### config.mk
export PLATFORM = sky130hd
export DESIGN_NAME = ex_stage
export DESIGN_NICKNAME = d
export VERILOG_FILES = /design/src/rtl/ex_stage_pkg.sv /design/src/rtl/ex_stage_muldiv.sv /design/src/rtl/ex_stage.sv
export SDC_FILE = /design/constraint.sdc
export NUM_CORES = 1
export LEC_CHECK = 0
export BUFFER_PORTS_ARGS = -buffer_cell sky130_fd_sc_hd__buf_2
export CAP_MARGIN = 0
export CORE_MARGIN = 8
export CORE_UTILIZATION = 40
export CTS_BUF_LIST = sky130_fd_sc_hd__clkbuf_8 sky130_fd_sc_hd__clkbuf_16
export CTS_CLUSTER_DIAMETER = 40
export DETAILED_ROUTE_END_ITERATION = 8
export PLACE_DENSITY = 0.58
export SETUP_SLACK_MARGIN = 0.5
export SLEW_MARGIN = 10
export SYNTH_ARGS = -nofsm -noshare
export SYNTH_HDL_FRONTEND = slang
export SYNTH_SLANG_ARGS = --single-unit
export TNS_END_PERCENT = 10
### constraint.sdc
create_clock -name clk -period 7.2 [get_ports clk]
set_clock_uncertainty 0.15 [all_clocks]
set_input_delay 1.08 -clock clk [delete_from_list [all_inputs] [get_ports clk]]
set_output_delay 1.08 -clock clk [all_outputs]
set_load 0.01 [all_outputs]
### src/rtl/ex_stage_pkg.sv
// Shared encodings for the execute stage: opcodes, packet field offsets,
// motor commands, flag bit positions and controller states.
package ex_stage_pkg;

  localparam logic [4:0] OpMov       = 5'd0;
  localparam logic [4:0] OpAdd       = 5'd1;
  localparam logic [4:0] OpSub       = 5'd2;
  localparam logic [4:0] OpAnd       = 5'd3;
  localparam logic [4:0] OpOr        = 5'd4;
  localparam logic [4:0] OpNot       = 5'd5;
  localparam logic [4:0] OpCmp       = 5'd6;
  localparam logic [4:0] OpMult      = 5'd7;
  localparam logic [4:0] OpDiv       = 5'd8;
  localparam logic [4:0] OpObCheck   = 5'd9;
  localparam logic [4:0] OpVelGuard  = 5'd10;
  localparam logic [4:0] OpMoveLeft  = 5'd11;
  localparam logic [4:0] OpMoveRight = 5'd12;
  localparam logic [4:0] OpStop      = 5'd13;
  localparam logic [4:0] OpContinue  = 5'd14;

  // Field offsets inside in_data; operand B sits directly above operand A.
  localparam int unsigned RdLsb = 0;
  localparam int unsigned OpLsb = 4;
  localparam int unsigned ALsb  = 9;

  localparam logic [1:0] MotorStop  = 2'd0;
  localparam logic [1:0] MotorLeft  = 2'd1;
  localparam logic [1:0] MotorRight = 2'd2;

  localparam int unsigned FlagDz = 0;
  localparam int unsigned FlagC  = 1;
  localparam int unsigned FlagN  = 2;
  localparam int unsigned FlagZ  = 3;

  typedef enum logic [1:0] {StIdle, StExec, StMd, StOut} state_e;

endpackage

### src/rtl/ex_stage_muldiv.sv
// Iterative unsigned shift-add multiplier and restoring divider, one bit per cycle.
// done_o and result_o are valid combinationally during the final iteration.
module ex_muldiv #(
  parameter int unsigned Width = 16
) (
  input  logic             clk,
  input  logic             reset,
  input  logic             start_i,
  input  logic             is_div_i,
  input  logic [Width-1:0] a_i,
  input  logic [Width-1:0] b_i,
  output logic             done_o,
  output logic [Width-1:0] result_o,
  output logic             hi_nz_o
);
  localparam int unsigned CntW = $clog2(Width);

  logic                 busy_q, is_div_q;
  logic [CntW-1:0]      cnt_q;
  logic [2*Width-1:0]   prod_q, prod_d, mcand_q;
  logic [Width-1:0]     mplier_q, divisor_q, quo_q, quo_d, rem_q, rem_d;
  logic [Width:0]       rem_shift, trial;

  always_comb begin
    prod_d    = prod_q + (mplier_q[0] ? mcand_q : '0);
    rem_shift = {rem_q, quo_q[Width-1]};
    trial     = rem_shift - {1'b0, divisor_q};
    // Negative trial leaves the remainder untouched (restoring step).
    rem_d     = trial[Width] ? rem_shift[Width-1:0] : trial[Width-1:0];
    quo_d     = {quo_q[Width-2:0], ~trial[Width]};
  end

  assign done_o   = busy_q && (cnt_q == CntW'(Width - 1));
  assign result_o = is_div_q ? quo_d : prod_d[Width-1:0];
  assign hi_nz_o  = |prod_d[2*Width-1:Width];

  always_ff @(posedge clk or posedge reset) begin
    if (reset) begin
      busy_q    <= 1'b0;
      is_div_q  <= 1'b0;
      cnt_q     <= '0;
      prod_q    <= '0;
      mcand_q   <= '0;
      mplier_q  <= '0;
      divisor_q <= '0;
      quo_q     <= '0;
      rem_q     <= '0;
    end else if (start_i) begin
      busy_q    <= 1'b1;
      is_div_q  <= is_div_i;
      cnt_q     <= '0;
      prod_q    <= '0;
      mcand_q   <= {{Width{1'b0}}, a_i};
      mplier_q  <= b_i;
      divisor_q <= b_i;
      quo_q     <= a_i;
      rem_q     <= '0;
    end else if (busy_q) begin
      cnt_q    <= cnt_q + CntW'(1);
      prod_q   <= prod_d;
      mcand_q  <= mcand_q << 1;
      mplier_q <= mplier_q >> 1;
      quo_q    <= quo_d;
      rem_q    <= rem_d;
      if (done_o) busy_q <= 1'b0;
    end
  end

endmodule

### src/rtl/ex_stage.sv
// Execute stage: captures a decoded packet over req/ack, runs ALU, mul/div or
// motor-control ops, and hands a write-back packet to WB over a second req/ack.
module ex_stage
  import ex_stage_pkg::*;
#(
  parameter int unsigned DataWidth = 16
) (
  input  logic                   clk,
  input  logic                   reset,
  input  logic                   in_req,
  input  logic [2*DataWidth+9:0] in_data,
  output logic                   in_ack,
  output logic                   out_req,
  input  logic                   out_ack,
  output logic [DataWidth-1:0]   wb_data,
  output logic [3:0]             wb_reg_addr,
  output logic                   wb_reg_write,
  output logic [3:0]             flags,
  output logic [1:0]             motor_cmd
);
  localparam int unsigned BLsb = ALsb + DataWidth;

  state_e               state_q, state_d;
  logic [DataWidth-1:0] a_q, a_d, b_q, b_d;
  logic [4:0]           op_q, op_d;
  logic [3:0]           rd_q, rd_d;
  logic                 in_ack_q, in_ack_d, out_req_q, out_req_d;
  logic [DataWidth-1:0] wb_data_q, wb_data_d;
  logic [3:0]           wb_addr_q, wb_addr_d;
  logic                 wb_we_q, wb_we_d;
  logic [3:0]           flags_q, flags_d;
  logic [1:0]           motor_q, motor_d;

  logic                 md_start, md_done, md_hi_nz;
  logic [DataWidth-1:0] md_result, res, zn_src;
  logic [DataWidth:0]   sum, diff;
  logic                 res_we, zn_upd;
  logic                 unused_in;

  assign unused_in = in_data[2*DataWidth+9];
  assign sum       = {1'b0, a_q} + {1'b0, b_q};
  assign diff      = {1'b0, a_q} - {1'b0, b_q};
  // Divide by zero resolves in EXEC without touching the iterative unit.
  assign md_start  = (state_q == StExec) &&
                     ((op_q == OpMult) || ((op_q == OpDiv) && (b_q != '0)));

  ex_muldiv #(
    .Width(DataWidth)
  ) u_muldiv (
    .clk      (clk),
    .reset    (reset),
    .start_i  (md_start),
    .is_div_i (op_q == OpDiv),
    .a_i      (a_q),
    .b_i      (b_q),
    .done_o   (md_done),
    .result_o (md_result),
    .hi_nz_o  (md_hi_nz)
  );

  always_ff @(posedge clk or posedge reset) begin
    if (reset) state_q <= StIdle;
    else       state_q <= state_d;
  end

  always_comb begin
    state_d = state_q;
    unique case (state_q)
      StIdle:  if (in_req && !in_ack_q) state_d = StExec;
      StExec:  state_d = md_start ? StMd : StOut;
      StMd:    if (md_done) state_d = StOut;
      StOut:   if (out_ack) state_d = StIdle;
      default: state_d = StIdle;
    endcase
  end

  always_comb begin
    a_d       = a_q;
    b_d       = b_q;
    op_d      = op_q;
    rd_d      = rd_q;
    in_ack_d  = 1'b0;
    out_req_d = out_req_q;
    wb_data_d = wb_data_q;
    wb_addr_d = wb_addr_q;
    wb_we_d   = wb_we_q;
    flags_d   = flags_q;
    motor_d   = motor_q;
    res       = '0;
    res_we    = 1'b0;
    zn_upd    = 1'b0;
    zn_src    = '0;
    unique case (state_q)
      StIdle: begin
        if (in_req && !in_ack_q) begin
          in_ack_d = 1'b1;
          a_d      = in_data[ALsb +: DataWidth];
          b_d      = in_data[BLsb +: DataWidth];
          op_d     = in_data[OpLsb +: 5];
          rd_d     = in_data[RdLsb +: 4];
        end
      end
      StExec: begin
        wb_addr_d = rd_q;
        wb_we_d   = 1'b0;
        out_req_d = !md_start;
        case (op_q)
          OpMov:       begin res = a_q;                 res_we = 1'b1; end
          OpAnd:       begin res = a_q & b_q;           res_we = 1'b1; end
          OpOr:        begin res = a_q | b_q;           res_we = 1'b1; end
          OpNot:       begin res = ~a_q;                res_we = 1'b1; end
          OpVelGuard:  begin res = (a_q < b_q) ? a_q : b_q; res_we = 1'b1; end
          OpObCheck: begin
            res    = (a_q < b_q) ? DataWidth'(1) : '0;
            res_we = 1'b1;
          end
          OpAdd: begin
            res            = sum[DataWidth-1:0];
            res_we         = 1'b1;
            flags_d[FlagC] = sum[DataWidth];
          end
          OpSub: begin
            res            = diff[DataWidth-1:0];
            res_we         = 1'b1;
            flags_d[FlagC] = diff[DataWidth];
          end
          OpCmp: begin
            zn_upd         = 1'b1;
            zn_src         = diff[DataWidth-1:0];
            flags_d[FlagC] = diff[DataWidth];
          end
          OpDiv: begin
            if (b_q == '0) begin
              res             = '1;
              res_we          = 1'b1;
              flags_d[FlagDz] = 1'b1;
            end
          end
          OpMoveLeft:  motor_d = MotorLeft;
          OpMoveRight: motor_d = MotorRight;
          OpStop:      motor_d = MotorStop;
          default:     ;
        endcase
      end
      StMd: begin
        if (md_done) begin
          res       = md_result;
          res_we    = 1'b1;
          out_req_d = 1'b1;
          if (op_q == OpMult) flags_d[FlagC]  = md_hi_nz;
          else                flags_d[FlagDz] = 1'b0;
        end
      end
      StOut:   if (out_ack) out_req_d = 1'b0;
      default: ;
    endcase
    if (res_we) begin
      wb_data_d = res;
      wb_we_d   = 1'b1;
      zn_upd    = 1'b1;
      zn_src    = res;
    end
    if (zn_upd) begin
      flags_d[FlagZ] = (zn_src == '0);
      flags_d[FlagN] = zn_src[DataWidth-1];
    end
  end

  always_ff @(posedge clk or posedge reset) begin
    if (reset) begin
      a_q       <= '0;
      b_q       <= '0;
      op_q      <= '0;
      rd_q      <= '0;
      in_ack_q  <= 1'b0;
      out_req_q <= 1'b0;
      wb_data_q <= '0;
      wb_addr_q <= '0;
      wb_we_q   <= 1'b0;
      flags_q   <= '0;
      motor_q   <= MotorStop;
    end else begin
      a_q       <= a_d;
      b_q       <= b_d;
      op_q      <= op_d;
      rd_q      <= rd_d;
      in_ack_q  <= in_ack_d;
      out_req_q <= out_req_d;
      wb_data_q <= wb_data_d;
      wb_addr_q <= wb_addr_d;
      wb_we_q   <= wb_we_d;
      flags_q   <= flags_d;
      motor_q   <= motor_d;
    end
  end

  assign in_ack       = in_ack_q;
  assign out_req      = out_req_q;
  assign wb_data      = wb_data_q;
  assign wb_reg_addr  = wb_addr_q;
  assign wb_reg_write = wb_we_q;
  assign flags        = flags_q;
  assign motor_cmd    = motor_q;

endmodule

==> summary.md, run 1 <==
| Metric | Value |
|---|---|
| Mapped Avg Cell Area | `8.61 sq um` |
| Core box area | `0.0367 sq mm` |
| # rows | `70` |
| First-pass GRT wire length | `73500 um` |
| IO Pins | `75` |
| Die X-Extent | `209 um` |
| Vert. Die Dim | `209 um` |
| Final Total Pwr | `9730 uW` |
| P_int | `5160 uW` |
| Worst Path Required | `roughly 7.5 ns` |
| Critical Path AT | `~4.9 ns` |
| Vias/cell | `5.82` |
| Mapped Nets | `1886` |
| Vias in the first global route | `13113` |
| Initial core utilization | `0.406` |
| Share of flip-flops with an asynchronous set or reset | `1.00` |
| Drt first pass iters | `5` |
| Final setup TNS | `0 ns` |
| Commonest non-fill, non-tap cell in the layout | `dfrtp_1` |
| Clock root buffer | `clkbuf_16` |
| Initial antenna violation count | `0` |
| Mapped Area | `0.0149 sq mm` |
| H-tree depth | `2` |
| Cts bufs inserted | `41` |
| Leakage power | `0.00774 uW` |
| Via count | `13161` |
| Max Slew Vio Count | `0` |
| Worst slack, placed | `2.52 ns` |
| Nets@finish | `1921` |
| Crit path largest cell delay | `0.75 ns` |
| HPWL Detailed | `33100 um` |
| Crit-path cells | `and2_1 -> ha_1 -> fa_1 -> a21o_1 -> and3_1 -> o211ai_1 -> nand2_1 -> a211oi_1 -> xnor2_1 -> nor4_1 -> nand4_1 -> nor4bb_1 -> a21oi_1` |
| Most frequent cells in the layout | `dfrtp_1, nor2_1, nand2_1, o21ai_0, a21oi_1` |
| Final period util | `0.642` |
| Peak Freq | `0.216 GHz` |
| Cells after Synth | `1731` |
| Drt total wl | `45900 um` |
| Netlist cell types | `a little under 90` |
| Seq pwr share | `0.242` |
| Grt total ovfl | `0` |
| DR iter-0 viols | `945` |
| Critical path fanouts, max | `34` |
| Sw Pwr | `4570 uW` |
| Hold_buf cts | `0` |
| Endpoint type of the worst setup path | `flop` |
| Final min period | `4.62 ns` |
| Slowest CP cell | `dfrtp_1` |
| Post-synth EDFFs | `0` |
| CTS tree | `built` |
| Most common flop cell mapped by yosys | `dfrtp_1` |
| Worst VDD drop | `around 0.0003 V` |
| Post-route ant nets | `0` |
| Setup bufs post-CTS | `0` |
| Sink Count | `206` |
| Critical path type | `flop to flop` |
| Worst slew pin tran | `1.03 ns` |
| DRC Markers | `0` |
| YS warnings | `0` |
| Layout cells sized above 1 | `0.109` |
| CP Launch Type | `flop` |
| Clk slew on worst S/H paths | `0.05 ns` |
| Drt wl/cell | `20.3 um` |
| Status | `finished, final reports clean` |
| Logic gate share of total power | `0.561` |
| Antenna cells | `0` |
| Routability congestion estimate from global placement | `0.944` |
| Area Overhead vs Synth | `14.0%` |
| Unrepaired setup endpoints after global routing | `no` |
| Max Cap Viol | `0` |
| CTS max path bufs | `3` |
| PwrDens | `573 mW/mm^2` |
| Setup violations, final | `0` |
| Worst Hold Class | `input port to asynchronous set/reset pin` |
| Sequential area share after synthesis | `0.346` |
| Switching share of power | `0.470` |
| CTS resizes | `0` |
| Global-route usage over all layers | `0.208` |
| I/O Buffers | `73` |
| Clock latency on the worst-skew pair | `0.55 ns` |
| Worst Setup Slack, final | `2.58 ns` |
| Final hold violations | `0` |
| Clock power frac | `0.198` |
| Slew HR | `0.313` |
| Seq cells post-synth | `around 210` |
| Total die area | `0.0437 sq mm` |
| Util after Layout | `0.463` |
| Largest net degree at the start of global routing | `approximately 130` |
==> layer usage <==
layer | vias up | part of all wire | track usage
li1 | 6325 | - | -
met1 | 6336 | 0.43 | 0.264
met2 | 389 | 0.47 | 0.343
met3 | 111 | 0.052 | 0.0335
met4 | 0 | 0.047 | 0.102
met5 | - | 0 | 0
==> worst paths after layout <==
check,to,start,slack (ns),cells past startpoint
max,flags[1],u_muldiv.mplier_q[0],2.58,13
min,u_muldiv.prod_q[22],reset,0.31,2
max reg2reg,flags[1],u_muldiv.mplier_q[0],2.58,13
min reg2reg,rd_q[2],rd_q[2],0.32,2
max in group asynchronous,u_muldiv.busy_q,reset,5.33,3
min in group clk,rd_q[2],rd_q[2],0.32,2
==> area by class of cell <==
cell class / count / area [sq um]
clock buffer: 46 / 1110
clock inverter: 26 / 288
fill: 3533 / 19700
inverter: 88 / 334
multi-input combinational: 1341 / 9030
sequential: 206 / 5160
tap: 468 / 586
timing repair buffer: 88 / 490
==> through the flow <==
step | area, sq um | hold slack (ns) | cells
6_report | 17000 | 0.312 | 2263
5_1_grt | 17000 | 0.316 | 2263
4_1_cts | 17000 | 0.293 | 2263
3_5_place_dp | 15600 | 0.307 | 2191
3_3_place_gp | 15600 | 0.303 | 2191
2_1_floorplan | 14900 | 0.290 | 1731
==> cells in the mapped netlist, types with 27 or more instances <==
cell type | n | area, sq um
ha_1 | 105 | 1310
nor2_1 | 175 | 657
a21oi_1 | 130 | 651
nand3_1 | 36 | 180
mux2i_1 | 115 | 1150
and2_1 | 41 | 257
a211oi_1 | 27 | 203
o21ai_0 | 135 | 676
inv_1 | 86 | 323
nand2_1 | 158 | 593
xnor2_1 | 30 | 263
clkbuf_1 | 76 | 285
dfrtp_1 | 206 | 5150
==> sequential cells by signal, summed over array words and instances (netlist names), 4 cells and up <==
| name | cells |
|---|---|
| u_muldiv.quo_q | 16 |
| u_muldiv.mplier_q | 16 |
| u_muldiv.rem_q | 16 |
| flags | 4 |
| wb_data | 16 |
| a_q | 16 |
| u_muldiv.mcand_q | 32 |
| u_muldiv.divisor_q | 16 |
| op_q | 5 |
| u_muldiv.cnt_q | 4 |
| b_q | 16 |
| wb_reg_addr | 4 |
| u_muldiv.prod_q | 32 |
| rd_q | 4 |
==> worst max-delay path: cells and delay by family, from the launching register on <==
| family | cells | cell delay [ns] |
|---|---|---|
| XOR/XNOR | 1 | 0.14 |
| AND/OR/NAND/NOR | 6 | 1.64 |
| flip-flops | 1 | 0.75 |
| AO/OA/AOI/OAI | 4 | 1.16 |
| adder cells (fa/ha/maj) | 2 | 0.65 |
==> logic make-up (layout without fill, tap and decap cells) <==
group,count (synthesis),count (layout),share of synthesized area
buffers and inverters,184,248,0.0501
adders and majority gates,109,109,0.0935
muxes,123,123,0.0832
DFF,206,206,0.346
xor gates and xnor gates,49,49,0.0288
and+or+nand+nor,547,547,0.173
AOI/OAI and AO/OA,513,513,0.226
==> power by group through the flow <==
stage | combinational [uW] | sequential (uW) | clock [uW]
detailed placement | 5400 | 2360 | 0
global route | 6050 | 2440 | 2020
finish | 5460 | 2350 | 1920
floorplan | 4260 | 2070 | 0
CTS | 5420 | 2350 | 1970
global placement | 5350 | 2350 | 0
No activity file was read; power rests on OpenSTA's default activity.
==> inputs of run 2 (changes only) <==
Clock period 7.2 ns to 3.7 ns, I/O delays scaled along.
==> run 2 against run 1 <==
  * Clock power grew 100%
  * Sequential share of layout area fell by 3.5 points
  * Register-to-register slack got worse by 2.4 ns
  * Highest routed layer unchanged
  * Non-clock buffer count grew 196
  * Critical path depth is 2 higher
  * Die area unchanged
  * Final area grew 13%
  * Final cell count up 8.6%
  * Largest cell class unchanged
  * Sequential power up 74%
==> summary.md, run 2 (synthesis results as in run 1) <==
| Metric | Value |
|---|---|
| Status | `finished, final reports clean` |
| Worst R2R Path Depth | `15 (+2)` |
| First-pass GRT wire length | `77000 um (+4.8%)` |
| Worst Hold Class | `input port to flop` |
| Routability congestion estimate from global placement | `0.958 (+1.5%)` |
| Seq pwr share | `0.186 (-0.056)` |
| Area Overhead vs Synth | `29.0%` |
| Grt total ovfl | `0 (unchanged)` |
| Drt first pass iters | `5 (unchanged)` |
| Reg2reg start | `u_muldiv.mplier_q[0]` |
| Vias/cell | `5.65 (-2.8%)` |
| Drt total wl | `49300 um (+7.4%)` |
| Layout cells sized above 1 | `0.241 (+0.132)` |
| Post-route ant nets | `0 (unchanged)` |
| Clock power frac | `0.174 (-0.024)` |
| Initial antenna violation count | `0 (unchanged)` |
| Via count | `13893 (+5.6%)` |
| Antenna cells | `0 (unchanged)` |
| Drt wl/cell | `20.0 um (-1.1%)` |
| Sink Count | `206 (unchanged)` |
| Initial core utilization | `0.406 (unchanged)` |
| Clk slew on worst S/H paths | `0.05 ns (about the same)` |
| Vert. Die Dim | `209 um (unchanged)` |
| Worst VDD drop | `0.000558 V (+85%)` |
| Switching share of power | `0.446 (-0.0242)` |
| # rows | `70 (unchanged)` |
| Slowest CP cell | `dfrtp_2` |
| CTS max path bufs | `3 (unchanged)` |
| Most frequent cells in the layout | `dfrtp_1, buf_4, nor2_1, nand2_1, o21ai_0` |
| R2R Path End | `flags[1]` |
| Clock latency on the worst-skew pair | `0.54 ns (about the same)` |
| Reg-to-reg slack, setup | `0.14 ns (-2.43 ns)` |
| Unrepaired setup endpoints after global routing | `yes` |
| Max Slew Vio Count | `0 (unchanged)` |
| Hold_sp | `in_data[0]` |
| Slew HR | `0.341 (+0.0282)` |
| DR iter-0 viols | `987 (+4.4%)` |
| Commonest non-fill, non-tap cell in the layout | `dfrtp_1` |
| Largest net degree at the start of global routing | `96 (-24%)` |
| Clock root buffer | `clkbuf_16` |
| CTS tree | `built` |
| Vias in the first global route | `13821 (+5.4%)` |
| IO Pins | `75 (unchanged)` |
| Util after Layout | `0.524 (+0.0610)` |
| P_int | `12200 uW (+140%)` |
| Fillers | `3401 (-3.7%)` |
| Final hold violations | `0 (unchanged)` |
| Hold Path Stages | `3` |
| Endpoint type of the worst setup path | `flop` |
| Max Cap Viol | `0 (unchanged)` |
| Die X-Extent | `209 um (unchanged)` |
| Total die area | `0.0437 sq mm (unchanged)` |
| I/O Buffers | `73 (unchanged)` |
| Crit-path cells | `buf_12 -> and2_1 -> ha_1 -> a21oi_1 -> o21ai_1 -> buf_4 -> nor2_1 -> nand3_2 -> a221o_1 -> xor2_2 -> nor4_2 -> buf_4 -> nand4_1 -> nor4bb_1 -> a21oi_1` |
| Setup violations, final | `0 (unchanged)` |
| Critical path fanouts, max | `6 (-82%)` |
| Nets@finish | `2116 (+10%)` |
| Final setup TNS | `0 ns (unchanged)` |
| PwrDens | `1150 mW/mm^2 (+100%)` |
| H-tree depth | `2 (unchanged)` |
| Cts bufs inserted | `40 (-2.4%)` |
| Critical path type | `flop to flop` |
| Post-DP Area | `0.0168 sq mm (+8.0%)` |
| Peak Freq | `0.281 GHz (+30%)` |
| Hold path endpoint | `rd_q[0]` |
| CP Launch Type | `flop` |
| Leakage power | `0.00884 uW (+14%)` |
| Sw Pwr | `9820 uW (+110%)` |
| HPWL Detailed | `36100 um (+9.1%)` |
| Core box area | `0.0367 sq mm (unchanged)` |
| Worst Path Required | `3.96 ns (-3.51 ns)` |
| Critical Path AT | `3.81 ns (-1.08 ns)` |
| Worst slew pin tran | `0.988 ns (-0.0423 ns)` |
| Final Cell Area | `0.0192 sq mm (+13%)` |
| Crit-path leading delay family | `simple AND/OR/NAND/NOR gates` |
| DRC Markers | `0 (unchanged)` |
| Logic gate share of total power | `0.639 (+0.078)` |
| Global-route usage over all layers | `0.220 (+0.0114)` |
| Final min period | `3.56 ns (-1.07 ns)` |
| Final period util | `0.961 (+0.319)` |
| Largest registers | `u_muldiv.mcand_q x32, u_muldiv.prod_q x32` |
| Crit path largest cell delay | `0.48 ns (-0.27 ns)` |
| Bufs and invs on worst path | `3 (+3)` |
## run 2: cell count changes in the layout (fill, tap and decap cells not counted), moves of 5 or more
cell,before,now
buf_4,14,196
ha_1,105,91
a21oi_1,130,120
a21oi_2,0,10
a211oi_1,27,18
ha_4,0,8
a211oi_2,0,7
buf_12,1,7
ha_2,0,6
o21ai_0,135,129
a2111oi_0,17,12
## run 2: worst max path at each step
| stage | cells past startpoint | start | to | slack, ns |
|---|---|---|---|---|
| floorplan | 1 | reset | a_q[0] | 0.32 |
| global placement | 14 | u_muldiv.mplier_q[0] | flags[1] | -0.03 |
| detailed placement | 15 | a_q[0] | flags[3] | -0.03 |
| CTS | 15 | u_muldiv.mplier_q[0] | flags[1] | 0.09 |
| global route | 14 | u_muldiv.mplier_q[0] | flags[1] | -0.002 |
| finish | 15 | u_muldiv.mplier_q[0] | flags[1] | 0.14 |
## run 2: tightest hold or removal path, cell delays in order
cell and delay [ns]:
buf_2 0.07, nand2_1 0.04, nand2_1 0.05
## run 2: what timing repair did
action,4_1_cts,5_1_grt
hold buffers,1,0
endpoints found under the setup margin,64,74
cloned,2,2
pin swaps,36,36
resized for setup,62,68
setup buffers,12,19
endpoints found under the hold margin,17,0
## run 2: routing by layer
metal / track usage / up-vias / routed length, um
met5: 0 / - / 0
met4: 0.102 / 0 / 2220
met3: 0.0317 / 114 / 2000
met2: 0.370 / 316 / 23700
met1: 0.276 / 6744 / 21400
li1: - / 6719 / -
## run 2: metrics by stage
step                hold WS [ns]  std cells  setup WS (ns)  power [uW]
finish                    0.0623       2457          0.143       22000
global route              0.0548       2457       -0.00178       23600
global placement           0.303       2351        -0.0272       16500
floorplan                  0.290       1731          0.323       12300
CTS                       0.0387       2436         0.0934       21400
detailed placement         0.311       2351        -0.0265       16700
## run 2: power by group through the flow
stage	clock network [uW]	registers (uW)	logic, uW
3_3_place_gp	0	4060	12400
3_5_place_dp	0	4090	12600
5_1_grt	4010	4230	15300
6_report	3840	4100	14100
2_1_floorplan	0	4030	8290
4_1_cts	3920	4080	13400
## run 2: final cells by class
type,instances,area (sq um),share of cell area
clock buffers,47,1110,0.0577
clock inverters,23,312,0.0162
inverters,88,334,0.0174
multi-input cells,1341,9590,0.499
flip-flops and latches,206,5160,0.268
well taps,468,586,0.0305
repair buffers,284,2140,0.111
